[config.mk]
export PLATFORM = sky130hd
export DESIGN_NAME = noc_inject_arbiter
export DESIGN_NICKNAME = d
export VERILOG_FILES = /design/src/rtl/noc_inject_arbiter_pkg.sv /design/src/rtl/noc_rr_pick.sv /design/src/rtl/noc_inject_arbiter.sv
export SDC_FILE = /design/constraint.sdc
export NUM_CORES = 1
export LEC_CHECK = 0
export CORE_MARGIN = 2
export CORE_UTILIZATION = 40
export CTS_BUF_LIST = sky130_fd_sc_hd__clkbuf_2 sky130_fd_sc_hd__clkbuf_4 sky130_fd_sc_hd__clkbuf_8
export DETAILED_ROUTE_END_ITERATION = 8
export PLACE_DENSITY = 0.9
export REMOVE_ABC_BUFFERS = 1
export SYNTH_ARGS = -nofsm -noshare
export SYNTH_HDL_FRONTEND = slang
export SYNTH_SLANG_ARGS = --single-unit
[constraint.sdc]
create_clock -name noc_clk -period 5.3 [get_ports noc_clk]
set_input_delay 1.06 -clock noc_clk [delete_from_list [all_inputs] [get_ports noc_clk]]
set_output_delay 1.06 -clock noc_clk [all_outputs]
set_load 0.005 [all_outputs]
[src/rtl/noc_inject_arbiter_pkg.sv]
// Shared definitions for the NoC injection arbiter: FSM encodings and stats width.
// Provides a fallback flit width when the project-wide Noc_parameters is absent.
`ifndef Noc_Data_Width
`define Noc_Data_Width 32
`endif

package noc_inject_arbiter_pkg;

  typedef enum logic {
    ARB_IDLE   = 1'b0,
    ARB_LOCKED = 1'b1
  } arb_state_e;

  localparam int STATS_CNT_W = 16;

endpackage

[src/rtl/noc_rr_pick.sv]
// Combinational round-robin selector: first asserted cand after ptr, wrapping.
// Kept generic so router output arbiters can reuse it.
module noc_rr_pick #(
  parameter int NUM_REQ = 4,
  parameter int ID_W    = $clog2(NUM_REQ)
) (
  input  logic [NUM_REQ-1:0] cand,
  input  logic [ID_W-1:0]    ptr,
  output logic               any,
  output logic [ID_W-1:0]    idx
);

  logic [ID_W-1:0] pos;

  // Scan from the farthest slot back to ptr+1 so the nearest candidate wins last.
  always_comb begin
    any = 1'b0;
    idx = '0;
    pos = '0;
    for (int k = NUM_REQ; k >= 1; k--) begin
      pos = ID_W'((int'(ptr) + k) % NUM_REQ);
      if (cand[pos]) begin
        any = 1'b1;
        idx = pos;
      end
    end
  end

endmodule

[src/rtl/noc_inject_arbiter.sv]
// Wormhole round-robin arbiter sharing one NoC injection port among NUM_REQ
// requesters, with a registered output stage toward the node receive port.
// Optional per-requester packet counters: define NOC_INJECT_ARB_STATS_EN.
//
// state      | meaning
// -----------+-----------------------------------------------------------
// ARB_IDLE   | no packet locked; pick next header round-robin (no transfer)
// ARB_LOCKED | grant_id owns the port until its tail flit is accepted
`ifndef Noc_Data_Width
`define Noc_Data_Width 32
`endif

module noc_inject_arbiter
  import noc_inject_arbiter_pkg::*;
#(
  parameter int NUM_REQ    = 4,
  parameter int DATA_WIDTH = `Noc_Data_Width,
  parameter int ID_W       = $clog2(NUM_REQ)
) (
  input  logic                          noc_clk,
  input  logic                          noc_rst_n,
  input  logic [NUM_REQ-1:0]            req_valid,
  output logic [NUM_REQ-1:0]            req_ready,
  input  logic [NUM_REQ*DATA_WIDTH-1:0] req_flit,
  input  logic [NUM_REQ-1:0]            req_is_header,
  input  logic [NUM_REQ-1:0]            req_is_tail,
  output logic                          out_valid,
  input  logic                          out_ready,
  output logic [DATA_WIDTH-1:0]         out_flit,
  output logic                          out_is_header,
  output logic                          out_is_tail,
  output logic [ID_W-1:0]               grant_id,
  output logic                          busy,
  output logic                          proto_err
`ifdef NOC_INJECT_ARB_STATS_EN
  ,
  output logic [NUM_REQ*STATS_CNT_W-1:0] pkt_cnt
`endif
);

  arb_state_e            state;
  logic [ID_W-1:0]       rr_ptr;
  logic                  first_flit;
  logic [NUM_REQ-1:0]    cand;
  logic                  pick_any;
  logic [ID_W-1:0]       pick_idx;
  logic                  g_valid;
  logic                  g_hdr;
  logic                  g_tail;
  logic [DATA_WIDTH-1:0] g_flit;
  logic                  slot_free;
  logic                  accept;

  assign cand = req_valid & req_is_header;

  noc_rr_pick #(
    .NUM_REQ (NUM_REQ),
    .ID_W    (ID_W)
  ) u_pick (
    .cand (cand),
    .ptr  (rr_ptr),
    .any  (pick_any),
    .idx  (pick_idx)
  );

  assign g_valid   = req_valid[grant_id];
  assign g_hdr     = req_is_header[grant_id];
  assign g_tail    = req_is_tail[grant_id];
  assign g_flit    = req_flit[int'(grant_id)*DATA_WIDTH +: DATA_WIDTH];
  assign slot_free = !out_valid || out_ready;
  assign accept    = (state == ARB_LOCKED) && g_valid && slot_free;

  // Only the locked requester sees ready, and only when the output slot can take a flit.
  always_comb begin
    req_ready = '0;
    if (state == ARB_LOCKED) req_ready[grant_id] = slot_free;
  end

  // Arbitration FSM plus output register; tail acceptance releases the lock.
  always_ff @(posedge noc_clk or negedge noc_rst_n) begin
    if (!noc_rst_n) begin
      state         <= ARB_IDLE;
      rr_ptr        <= ID_W'(NUM_REQ - 1);
      grant_id      <= '0;
      busy          <= 1'b0;
      first_flit    <= 1'b0;
      proto_err     <= 1'b0;
      out_valid     <= 1'b0;
      out_flit      <= '0;
      out_is_header <= 1'b0;
      out_is_tail   <= 1'b0;
    end else begin
      proto_err <= 1'b0;

      if (accept) begin
        out_valid     <= 1'b1;
        out_flit      <= g_flit;
        out_is_header <= g_hdr;
        out_is_tail   <= g_tail;
      end else if (out_ready) begin
        out_valid <= 1'b0;
      end

      case (state)
        ARB_IDLE: begin
          if (pick_any) begin
            grant_id   <= pick_idx;
            busy       <= 1'b1;
            first_flit <= 1'b1;
            state      <= ARB_LOCKED;
          end
        end
        ARB_LOCKED: begin
          if (accept) begin
            first_flit <= 1'b0;
            // first flit must be a header, later ones must not be
            proto_err  <= first_flit ? !g_hdr : g_hdr;
            if (g_tail) begin
              rr_ptr <= grant_id;
              busy   <= 1'b0;
              state  <= ARB_IDLE;
            end
          end
        end
        default: state <= ARB_IDLE;
      endcase
    end
  end

`ifdef NOC_INJECT_ARB_STATS_EN
  logic [STATS_CNT_W-1:0] cnt_q [NUM_REQ];

  // Count completed packets per requester; counters wrap naturally.
  always_ff @(posedge noc_clk or negedge noc_rst_n) begin
    if (!noc_rst_n) begin
      for (int i = 0; i < NUM_REQ; i++) cnt_q[i] <= '0;
    end else begin
      for (int i = 0; i < NUM_REQ; i++) begin
        if (accept && g_tail && (grant_id == ID_W'(i))) cnt_q[i] <= cnt_q[i] + 1'b1;
      end
    end
  end

  for (genvar gi = 0; gi < NUM_REQ; gi++) begin : g_cnt
    assign pkt_cnt[gi*STATS_CNT_W +: STATS_CNT_W] = cnt_q[gi];
  end
`endif

endmodule

* Word level (Yosys, flattened, before mapping)
Index checks and enable logic that the tools add are counted.
** Cells by class
- $add $sub $neg :: 4
- Equality and inequality tests :: 3
- Reduce and logical (&&, ||, !) cells :: 11
- Order comparisons :: 6
- Bitwise gates (word level) :: 3
- Mux-type cells :: 40
- Div/mod/pow operators :: 0
- $mul :: 0
- Shift-type cells :: 1
** Operator list (number)
- variable part select 128 x 8 -> 32 bit :: 1
- 2-to-1 mux 1 bit :: 24
- less-than comparator 2 x 3 -> 1 bit, second input constant :: 5
- binary-select mux 1 bit (select 2 bit) :: 7
- bitwise AND 4 bit :: 2
- 2-to-1 mux 2 bit :: 4
- case mux 1 bit (2 select lines) :: 3
- AND reduction 3 bit :: 2
- adder 2 x 1 -> 2 bit, second input constant :: 2
- adder 2 bit, second input constant :: 2
- 2-to-1 mux 4 bit :: 1
- inequality test 2 x 1 -> 1 bit, second input constant :: 2
- AND reduction 2 bit :: 2
- logical AND 1 bit :: 3
- demux 1 bit (select 2 bit) :: 1
- greater-or-equal comparator 2 x 1 -> 1 bit, second input constant :: 1
- logical NOT 1 bit :: 2
- inequality test 2 bit, second input constant :: 1
- nonzero test 2 bit :: 1
- logical OR 1 bit :: 1
- inverter 1 bit :: 1
** Storage, ports and cells
- Logic and storage cells :: 78
- Memory bits (writable) :: 0
- Input port bits :: 143
- Latch bits :: 0
- Bits in read-only memories :: 0
- Flip-flop bits (word level) :: 43
- Output and inout port bits :: 43
- Memories :: 0

* Logic depth before layout (Yosys ltp)
- Depth in word-level cells :: 9
- Mapped depth :: 6
- Depth with buffers taken out :: 4

* Hierarchy
From an unflattened synthesis, not the netlist that was laid out.
** Unflattened totals
- Cell total of the unflattened synthesis :: 165
- Area, all modules :: 2742.6 um^2
** Modules (own cells, without submodules)
- noc_inject_arbiter :: cells an instance 151, instances 1, area each 2651.3 um^2, seq. area each 1078.5 um^2
- noc_rr_pick :: cells an instance 14, instances 1, area each 91.3 um^2, seq. area each 0.0 um^2

* Least setup slack after synthesis
OpenSTA, ideal clock, no wires.
- Path type :: input -> output
- Start :: input port out_ready
- End :: output port req_ready[0]
- Stages on the path :: 3
- Path buffers :: 0
- Setup slack :: 2.718 ns
- Required time :: 4.240 ns
- Arrival :: 1.522 ns
- Cells stage by stage :: nand2b_1 -> nand2_1 -> nor3_1
** Between the ends
- Cells in the longest elaborated chain, start to end :: 3
** RTL lines
- start: declaration :: line noc_inject_arbiter.sv:28 : input logic out_ready,
- logical OR 1 bit :: line noc_inject_arbiter.sv:70 : assign slot_free = !out_valid || out_ready;
- bitwise AND 4 bit (no source line)
- 2-to-1 mux 4 bit :: line noc_inject_arbiter.sv:76 : if (state == ARB_LOCKED) req_ready[grant_id] = slot_free;
- end: declaration :: line noc_inject_arbiter.sv:23 : output logic [NUM_REQ-1:0] req_ready,
No other way between the ends.

* Worst setup path in the final report
- Start :: input port out_ready
- End :: output port req_ready[2]
Same word-level chain as after synthesis.

==> implementation parameters <==
Parameter                              Value

Power and ir drop
  Portion of total power attributed to the clock network    0.096
  Leakage component of the power    1.865 nW
  Fraction of power consumed by combinational cells    0.594
  Pwr per Cell Area    482.2 nW/um^2
  Part of the total power dissipated in sequential elements    0.310
  Switching component of the power    roughly 690 uW
  Worst IR Drop VDD    0.0004977 V
  Net switching fraction of the power    0.3087
  Internal Dissipation    roughly 1.5 mW

Place
  GP Congestion    0.8190
  Post-placement worst setup slack    ~1700 ps
  Post-detailed-placement half-perimeter wirelength    6204 um
  Port Buffers    between 150 and 200

Die
  Vertical die dimension    around 86 um
  Horiz. Die Dim    86.37 um
  Starting utilization of the core area    0.4062
  FP Rows    30
  Top-level I/O count    about 190
  Standard cell core area    6681 um^2
  Area of the die    7460 um^2

Yosys
  Biggest area consumer among synthesized cells    sky130_fd_sc_hd__dfrtp_1
  Area share of the largest cell type after synthesis    0.3781
  Post-synthesis instance area    2714 um^2
  #FFs+latches synth    43
  Gate count after technology mapping    around 170
  Average cell area after synthesis    ~16 um^2
  Async set-or-reset flop fraction in the synthesized netlist    1.000
  Yosys cell types    30
  Sequential element share of the synthesized area    0.3974
  Predominant post-synthesis flop cell    sky130_fd_sc_hd__dfrtp_1
  Number of warnings printed during yosys synthesis    0
  Main area contributors after synthesis    sky130_fd_sc_hd__dfrtp_1, sky130_fd_sc_hd__mux4_2, sky130_fd_sc_hd__mux2_4
  Number of enable-type register cells in the synthesized netlist    0

CTS
  Clock latency reported for the late side of the worst-skew pair    roughly 300 ps
  Count of hold-fix buffers inserted at cts    0
  Number of setup buffers added after CTS    0
  CTS sink cnt    43
  Clock-pin slew of the registers on the worst-case setup and hold paths    around 80 ps
  Total number of H-tree levels    2
  Clock Tree Root    sky130_fd_sc_hd__clkbuf_8
  Number of instances resized during post-cts repair    0
  CTS tree    built
  Maximum root-to-sink buffer count    2
  Num CTS Buffers    5

Critical path
  Cell family with the largest share of critical-path delay    buffers and inverters
  Reg2reg end    out_flit[23]
  Type of element launching the critical path    input pin
  Register-to-Register Setup Slack    2690 ps
  Slowest Stage Delay on Critical Path    530 ps
  Element type at the critical path end    output port
  Worst path bufs/invs    2
  Startpoint-to-endpoint class of the critical path    input pin to output port
  CP dominant cell by count    sky130_fd_sc_hd__clkdlybuf4s50_1
  Series of cell instances along the critical path    clkdlybuf4s50_1, nand2b_1, nand2_1, nor3_1, clkdlybuf4s50_1
  Number of cells traversed by the worst register-to-register path    3
  Req. time, crit path    roughly 4200 ps
  Crit-path max FO    5
  CP Data Arrival Time    around 2500 ps
  Startpoint of the worst-slack reg-to-reg timing path    grant_id[1]
  CP max-delay cell    sky130_fd_sc_hd__clkdlybuf4s50_1

Run status
  Result of the run    completed

STA
  Worst slew pin tran    between 900 and 1000 ps
  Final worst clock skew    around 8.7 ps
  Final count of negative-setup-slack endpoints    0
  Max frequency    approximately 280 MHz
  Max_slew headroom    0.3631
  Part of the cycle the worst path needs    0.6760
  Setup repair after global routing missed its margin    no
  Summed negative setup slack over all endpoints    0 ps
  Minimum period implied by the final worst setup slack    3583 ps
  Number of hold violations in the final report    0
  Final setup slack of the worst path    1717 ps
  Max Transition Viols Final    0

Global route
  Number of antenna violations at the first check in global routing    0
  Total overflow reported by the global router    0
  Maximum number of pins on one net before global-route repair    between 40 and 50
  Global-route wire length before repair    around 12000 um
  Vias in the first global route    2504
  Overall fraction of global-route tracks in use    0.2085

Layout
  Fraction of final layout cells with drive strength greater than 1    0.2457
  Number of nets in the finished design    ~490
  Synth-to-Final Area Change    70.63%
  Commonest non-fill, non-tap cell in the layout    sky130_fd_sc_hd__clkdlybuf4s50_1
  Commonest cells after routing, fill and taps aside    sky130_fd_sc_hd__clkdlybuf4s50_1, sky130_fd_sc_hd__dfrtp_1, sky130_fd_sc_hd__mux4_2, sky130_fd_sc_hd__mux2_4, sky130_fd_sc_hd__nand2_1
  Layout Utilization    0.6931
  Total inserted antenna cells    0

Job
  Maximum Capacitance Violations    0

Drt
  DR iter-0 viols    between 70 and 80
  Detailed-route via count    between 2000 and 2500
  Final WL    7910 um
  Final ANT Viol Nets    0
  Routed wire per std cell    about 19 um
  Vias per std cell    5.378
  Detailed-router iteration count before antenna repair    4
  Residual DRC count    0

Hold path
  Worst Hold End    out_is_tail
  Worst hold path cell count    2
  Class of the most critical hold timing path    flop to flop
  Hold_sp    out_is_tail
[final cells by class]
| class | instances | area (um^2) |
|---|---|---|
| well taps | 80 | 100.1 |
| fillers | 501 | 2051 |
| clock buffers | 7 | 83.83 |
| repair buffers | 186 | 1854 |
| inverters | 1 | 3.754 |
| multi-input cells | 108 | 1503 |
| flip-flops and latches | 43 | 1081 |
| clock inverters | 1 | 5.005 |
[sequential cells by signal (all words and copies together) (netlist names)]
register / flops
rr_ptr: 2
state: 1
out_valid: 1
grant_id: 2
out_is_tail: 1
first_flit: 1
out_is_header: 1
proto_err: 1
out_flit: 32
busy: 1
[cell families after synthesis]
kind of cell / Yosys count / share of synthesized area
buf+inv: 14 / 0.04886
flops: 43 / 0.3974
compound gates: 13 / 0.03411
xor+xnor: 1 / 0.003228
simple gates: 25 / 0.04749
mux: 69 / 0.4689
[metrics by stage]
stage / hold WS, ps / power (mW) / cell area, um^2 / instances
floorplan: 471.1 / 1.447 / 2585 / 152
global placement: 471.3 / 2.005 / 4542 / 418
detailed placement: 477.3 / 2.044 / 4542 / 418
CTS: 502.2 / 2.266 / 4631 / 426
global route: 514.2 / 2.370 / 4631 / 426
finish: 498.3 / 2.233 / 4631 / 426
[synth_stat cells, drive strengths merged, types with 3 or more instances]
| master | number |
|---|---|
| mux4 | 35 |
| nand3 | 3 |
| nor3 | 3 |
| nor2 | 6 |
| dfrtp | 41 |
| mux2 | 34 |
| a21oi | 3 |
| clkbuf | 4 |
| buf | 9 |
| nand2 | 8 |
[routing by layer]
metal	global-route usage	up-vias	share of wire
met5	0	-	0
met4	0.05682	0	0.013
met3	0.04762	15	0.055
met2	0.4035	95	0.57
met1	0.2251	1161	0.36
li1	-	1020	-
[worst register-to-register path, stage by stage, from the launching register on]
cell                      delay (ps)
sky130_fd_sc_hd__dfrtp_2         970
sky130_fd_sc_hd__mux4_2          440
sky130_fd_sc_hd__nand3_4         520
sky130_fd_sc_hd__mux2_4          550
[power groups by stage]
| stage | combinational, mW | sequential, mW | clock [mW] |
|---|---|---|---|
| after floorplan | 0.738 | 0.710 | 0 |
| after CTS | 1.35 | 0.696 | 0.220 |
| after global placement | 1.32 | 0.689 | 0 |
| final | 1.33 | 0.691 | 0.214 |
| after global routing | 1.42 | 0.725 | 0.230 |
| after detailed placement | 1.34 | 0.701 | 0 |
[worst max-delay path by stage]
stage / from / end / slack, ps / depth (start not counted)
2_1_floorplan: grant_id[0] / out_flit[0] / 2050 / 3
3_3_place_gp: out_ready / req_ready[0] / 1720 / 5
3_5_place_dp: out_ready / req_ready[0] / 1710 / 5
4_1_cts: out_ready / req_ready[2] / 1710 / 5
5_1_grt: out_ready / req_ready[2] / 1630 / 5
6_report: out_ready / req_ready[2] / 1720 / 5
No activity file was read; power rests on OpenSTA's default activity.
==> patch 1: new RTL, config.mk and constraints unchanged <==
Set the macro `Noc_Data_Width` to 28 (it was 32).
--- a/src/rtl/noc_inject_arbiter_pkg.sv
+++ b/src/rtl/noc_inject_arbiter_pkg.sv
@@ -2,5 +2,5 @@
 // Provides a fallback flit width when the project-wide Noc_parameters is absent.
 `ifndef Noc_Data_Width
-`define Noc_Data_Width 32
+`define Noc_Data_Width 28
 `endif
 
Interface: changed (resized out_flit and req_flit); port bits go from 186 to 166. No check against the original RTL was run, so the function may have changed too.
==> patch 1 against the original RTL <==
  * Synthesized area fell by 9.0%
  * Maximum frequency fell by 1.1%
  * Sequential cell count shrank 4
  * Final area fell by 8.7%
  * Total power down 9.2%
  * Wire length is 10% lower
  * Worst setup slack worse by 41 ps
  * Via count decreased by 9.9%
  * Highest routed layer unchanged
==> patch 1: results (changes against the original RTL) <==
outcome:
  outcome: "complete, no violations"
final_layout:
  finalNetCount: 442  # -9.4%
  n_fill_cell: 437  # -13%
  drive_above_1_share_pct: 24.7  # +0.12 points
  antennaDiodeCount: 0  # unchanged
  largestRegisters: "out_flit: 28 flops, grant_id: 2 flops, rr_ptr: 2 flops"
cts:
  cts_buffer_depth: 2  # unchanged
  cts.repair.resized: 0  # unchanged
  ctsHtreeMaxLevel: 2  # unchanged
  post_cts_buffers: 0  # unchanged
  cts-root-buf: "clkbuf_8"
  cts.clk_slew.worst_paths_ps: 80  # about the same
  numCtsBuffers: 5  # unchanged
  insertion_delay_ps: 290
timing:
  tightest_slew_ps: 879  # -76.7 ps
  skew_ps: 9.75  # +1.09 ps
yosys:
  synth_mux_area_share_pct: 47.0  # +0.096 points
  synth_area_leaders: "dfrtp_1 38%, mux4_2 28%, mux2_4 16%"
  synth.distinct_cells: 27  # -10%
  synth-seq-area-share_pct: 39.6  # -0.11 points
  ys_warn_count: 0  # unchanged
  synth_xor_area_share_pct: 0.355  # +0.032 points
  yosys.area_share.adder_pct: 0  # unchanged
  synthArstFlopShare_pct: 100  # unchanged
  synth_compound_area_share_pct: 3.45  # +0.035 points
  synth_common_cells: "37 x dfrtp_1, 31 x mux4_2, 27 x mux2_4"
routing:
  drt_iter0_markers: 53  # -31%
  firstDrtPassIters: 4  # unchanged
  wl_um: 7100  # -10%
  vias: 2064  # -9.9%
critical_path:
  arrival_ps: 2560  # +40 ps
  cpMaxStageDelayCell: "clkdlybuf4s50_1"
  crit_path_max_fanout: 5  # unchanged
  crit_path_max_incr_delay_ps: 530  # about the same
  crit_family: "buffers and inverters"
global_route:
  grt_use_met2_pct: 39.0  # -1.4 points
  grt_pass1_wl_um: 10200  # -15%
  busiest_layer: "met2"
  grt_use_met1_pct: 21.5  # -1.0 points
  grt_pass1_vias: 2197  # -12%
  grt_overflow: 0  # unchanged
  use_met3_pct: 4.78  # +0.021 points
  antenna_found_initial: 0  # unchanged
  grt_max_degree: 40  # -9.1%
  grt_use_total_pct: 20.3  # -0.54 points
place:
  dpl.hpwl_um: 5620  # -9.4%
  gp_congestion: 0.815  # -0.51%
  portBuffers: 165  # -11%
power:
  leakagePower_nw: 1.71  # -8.2%
  ir_drop_uv: 283  # -43%
worst_hold_path:
  min-delay-path-class: "flip-flop to flip-flop"
[patch 1: cell types whose count changed in the layout (fill, tap and decap cells not counted), sizes merged, moves of 2 or more]
cell | before | now
clkdlybuf4s50 | 184 | 164
dfrtp | 41 | 37
mux4 | 35 | 31
a21oi | 3 | 0
a22o | 0 | 2
mux2 | 34 | 32
nand2 | 8 | 10
nand3 | 3 | 5
[patch 1: final timing paths]
kind,start,end,slack [ps],cells past startpoint
max,out_ready,req_ready[2],1680,5
max in group asynchronous,noc_rst_n,grant_id[0],3830,1
min in group asynchronous,noc_rst_n,out_flit[8],880,1
max reg2reg,grant_id[1],out_flit[18],2520,4
min reg2reg,busy,busy,490,1
min,busy,busy,490,1
[patch 1: metrics by stage]
stage	utilization, %	std cells	cell area, sq um	worst slack, ps
floorplan	-	141	2370	2250
global placement	69.2	383	4120	1750
detailed placement	69.2	383	4120	1670
CTS	71.0	391	4230	1670
global route	71.0	391	4230	1560
finish	71.0	391	4230	1680
[patch 1: cells by family after synthesis]
family	Yosys count
flops	39
buf+inv	12
compound gates	11
mux	63
xor+xnor	1
simple gates	26
[patch 1: power breakdown]
part           total (W)  internal [W]  switching, W
Sequential      0.000594      0.000458      0.000136
Combinational    0.00121      0.000839      0.000373
Clock           0.000222      0.000118      0.000104
Total            0.00203       0.00142      0.000613
[patch 1: final cells by class]
cell class / count / share of cell area, %
timing repair buffer: 167 / 39.3
sequential: 39 / 23.2
tap: 75 / 2.22
clock inverter: 1 / 0.178
multi-input combinational: 101 / 32.7
inverter: 1 / 0.0888
clock buffer: 7 / 2.28
[patch 1: routing by layer]
layer  wire length (um)  vias to the layer above  share of wire [%]
li1                   -                      933                  -
met1               2510                     1018                 35
met2               3830                      102                 54
met3                656                       11                9.2
met4                112                        0                1.6
met5                  0                        -                  0
==> patch 2: new RTL, config.mk and constraints unchanged <==
Without the edit above. Put one more register stage on the output `proto_err`, cleared by the reset. The value now appears one clock later. The other outputs are not delayed to match.
--- a/src/rtl/noc_inject_arbiter.sv
+++ b/src/rtl/noc_inject_arbiter.sv
@@ -38,4 +38,6 @@
 `endif
 );
+
+  logic proto_err_s0;
 
   arb_state_e            state;
@@ -85,5 +87,5 @@
       busy          <= 1'b0;
       first_flit    <= 1'b0;
-      proto_err     <= 1'b0;
+      proto_err_s0  <= 1'b0;
       out_valid     <= 1'b0;
       out_flit      <= '0;
@@ -91,5 +93,5 @@
       out_is_tail   <= 1'b0;
     end else begin
-      proto_err <= 1'b0;
+      proto_err_s0 <= 1'b0;
 
       if (accept) begin
@@ -115,5 +117,5 @@
             first_flit <= 1'b0;
             // first flit must be a header, later ones must not be
-            proto_err  <= first_flit ? !g_hdr : g_hdr;
+            proto_err_s0 <= first_flit ? !g_hdr : g_hdr;
             if (g_tail) begin
               rr_ptr <= grant_id;
@@ -147,4 +149,12 @@
 `endif
 
+  always_ff @(posedge noc_clk or negedge noc_rst_n) begin
+    if (!noc_rst_n) begin
+      proto_err <= '0;
+    end else begin
+      proto_err <= proto_err_s0;
+    end
+  end
+
 endmodule
 
Formal check against the unedited RTL: not equivalent (Yosys sat finds a counterexample within 4 cycles, from zero or initial values and one cycle with noc_rst_n low).
==> patch 2 against the original RTL <==
  * Wire length shrank 4.3%
  * Synthesized area grew 0.92%
  * Die area grew 0.87%
  * Final area grew 1.0%
  * Worst setup slack lost 27 ps
  * Global-route usage shrank 0.23 points
  * Sequential cell count grew 1
  * Synthesized cell count grew 0.61%
  * Total power grew 0.82%
  * Largest power group unchanged
==> patch 2: results (changes against the original RTL) <==
timing:
  skew_ps: 9.86  # +1.19 ps
  relSlewSlack_pct: 37.2  # +0.92 points
  fmax_ghz: 0.277  # -0.75%
routing:
  dr_wl_met2_um: 4190  # -7.1%
  firstDrtPassIters: 5  # +1
  drt-met1-wl_um: 2790  # -2.3%
  drt_iter0_markers: 52  # -32%
  vias: 2262  # -1.3%
final_layout:
  finalNetCount: 490  # +0.41%
  drive_above_1_share_pct: 24.4  # -0.14 points
  fin_cells: 428  # +0.47%
power:
  p_per_area_nw_per_um2: 481  # -0.18%
  intPower_w: 0.00158  # +2.0%
  ir_drop_uv: 518  # +4.0%
  p_comb_share_pct: 61.2  # +1.8 points
  power_frac_clock_pct: 10.3  # +0.7 points
  leakagePower_nw: 1.89  # +1.4%
place:
  dpl.hpwl_um: 6010  # -3.1%
  gp_congestion: 0.814  # -0.67%
  placed_area_sq_um: 4570  # +0.69%
critical_path:
  crit_end: "req_ready[0]"
  rrSetupSlack_ps: 2950  # +260 ps
  timing.rr.end: "out_flit[30]"
outcome:
  outcome: "complete, no violations"
global_route:
  grt_use_met1_pct: 23.0  # +0.53 points
  grt_pass1_wl_um: 12100  # +0.12%
  grt_use_total_pct: 20.6  # -0.23 points
  grt_max_degree: 45  # +2.3%
worst_hold_path:
  whs_path_depth: 0  # -2
  hold_start: "proto_err_s0"
  whs_endpoint: "proto_err"
yosys:
  synth_common_cells: "42 x dfrtp_1, 35 x mux4_2, 27 x mux2_4"
  synth-seq-area-share_pct: 40.3  # +0.55 points
cts:
  cts.sinks: 44  # +2.3%
patch 2: cells by family (layout without fill, tap and decap cells):
kind of cell | Yosys count | after routing | share of synthesized area (%)
compound gates | 13 | 13 | 3.38
flops | 44 | 44 | 40.3
mux | 69 | 69 | 46.5
simple gates | 25 | 25 | 4.71
xor+xnor | 1 | 1 | 0.320
buf+inv | 14 | 196 | 4.84
patch 2: area by class of cell:
cell class / count / area [sq um] / area share, %
flip-flops and latches: 44 / 1100 / 23.6
inverters: 1 / 3.75 / 0.0803
clock buffers: 8 / 104 / 2.22
repair buffers: 187 / 1860 / 39.8
multi-input cells: 108 / 1500 / 32.1
well taps: 80 / 100 / 2.14
patch 2: worst max-delay path, stage by stage:
cell	delay, ps
clkdlybuf4s50_1	460
nand2b_1	230
nand2_1	110
nor3_1	160
clkdlybuf4s50_1	530
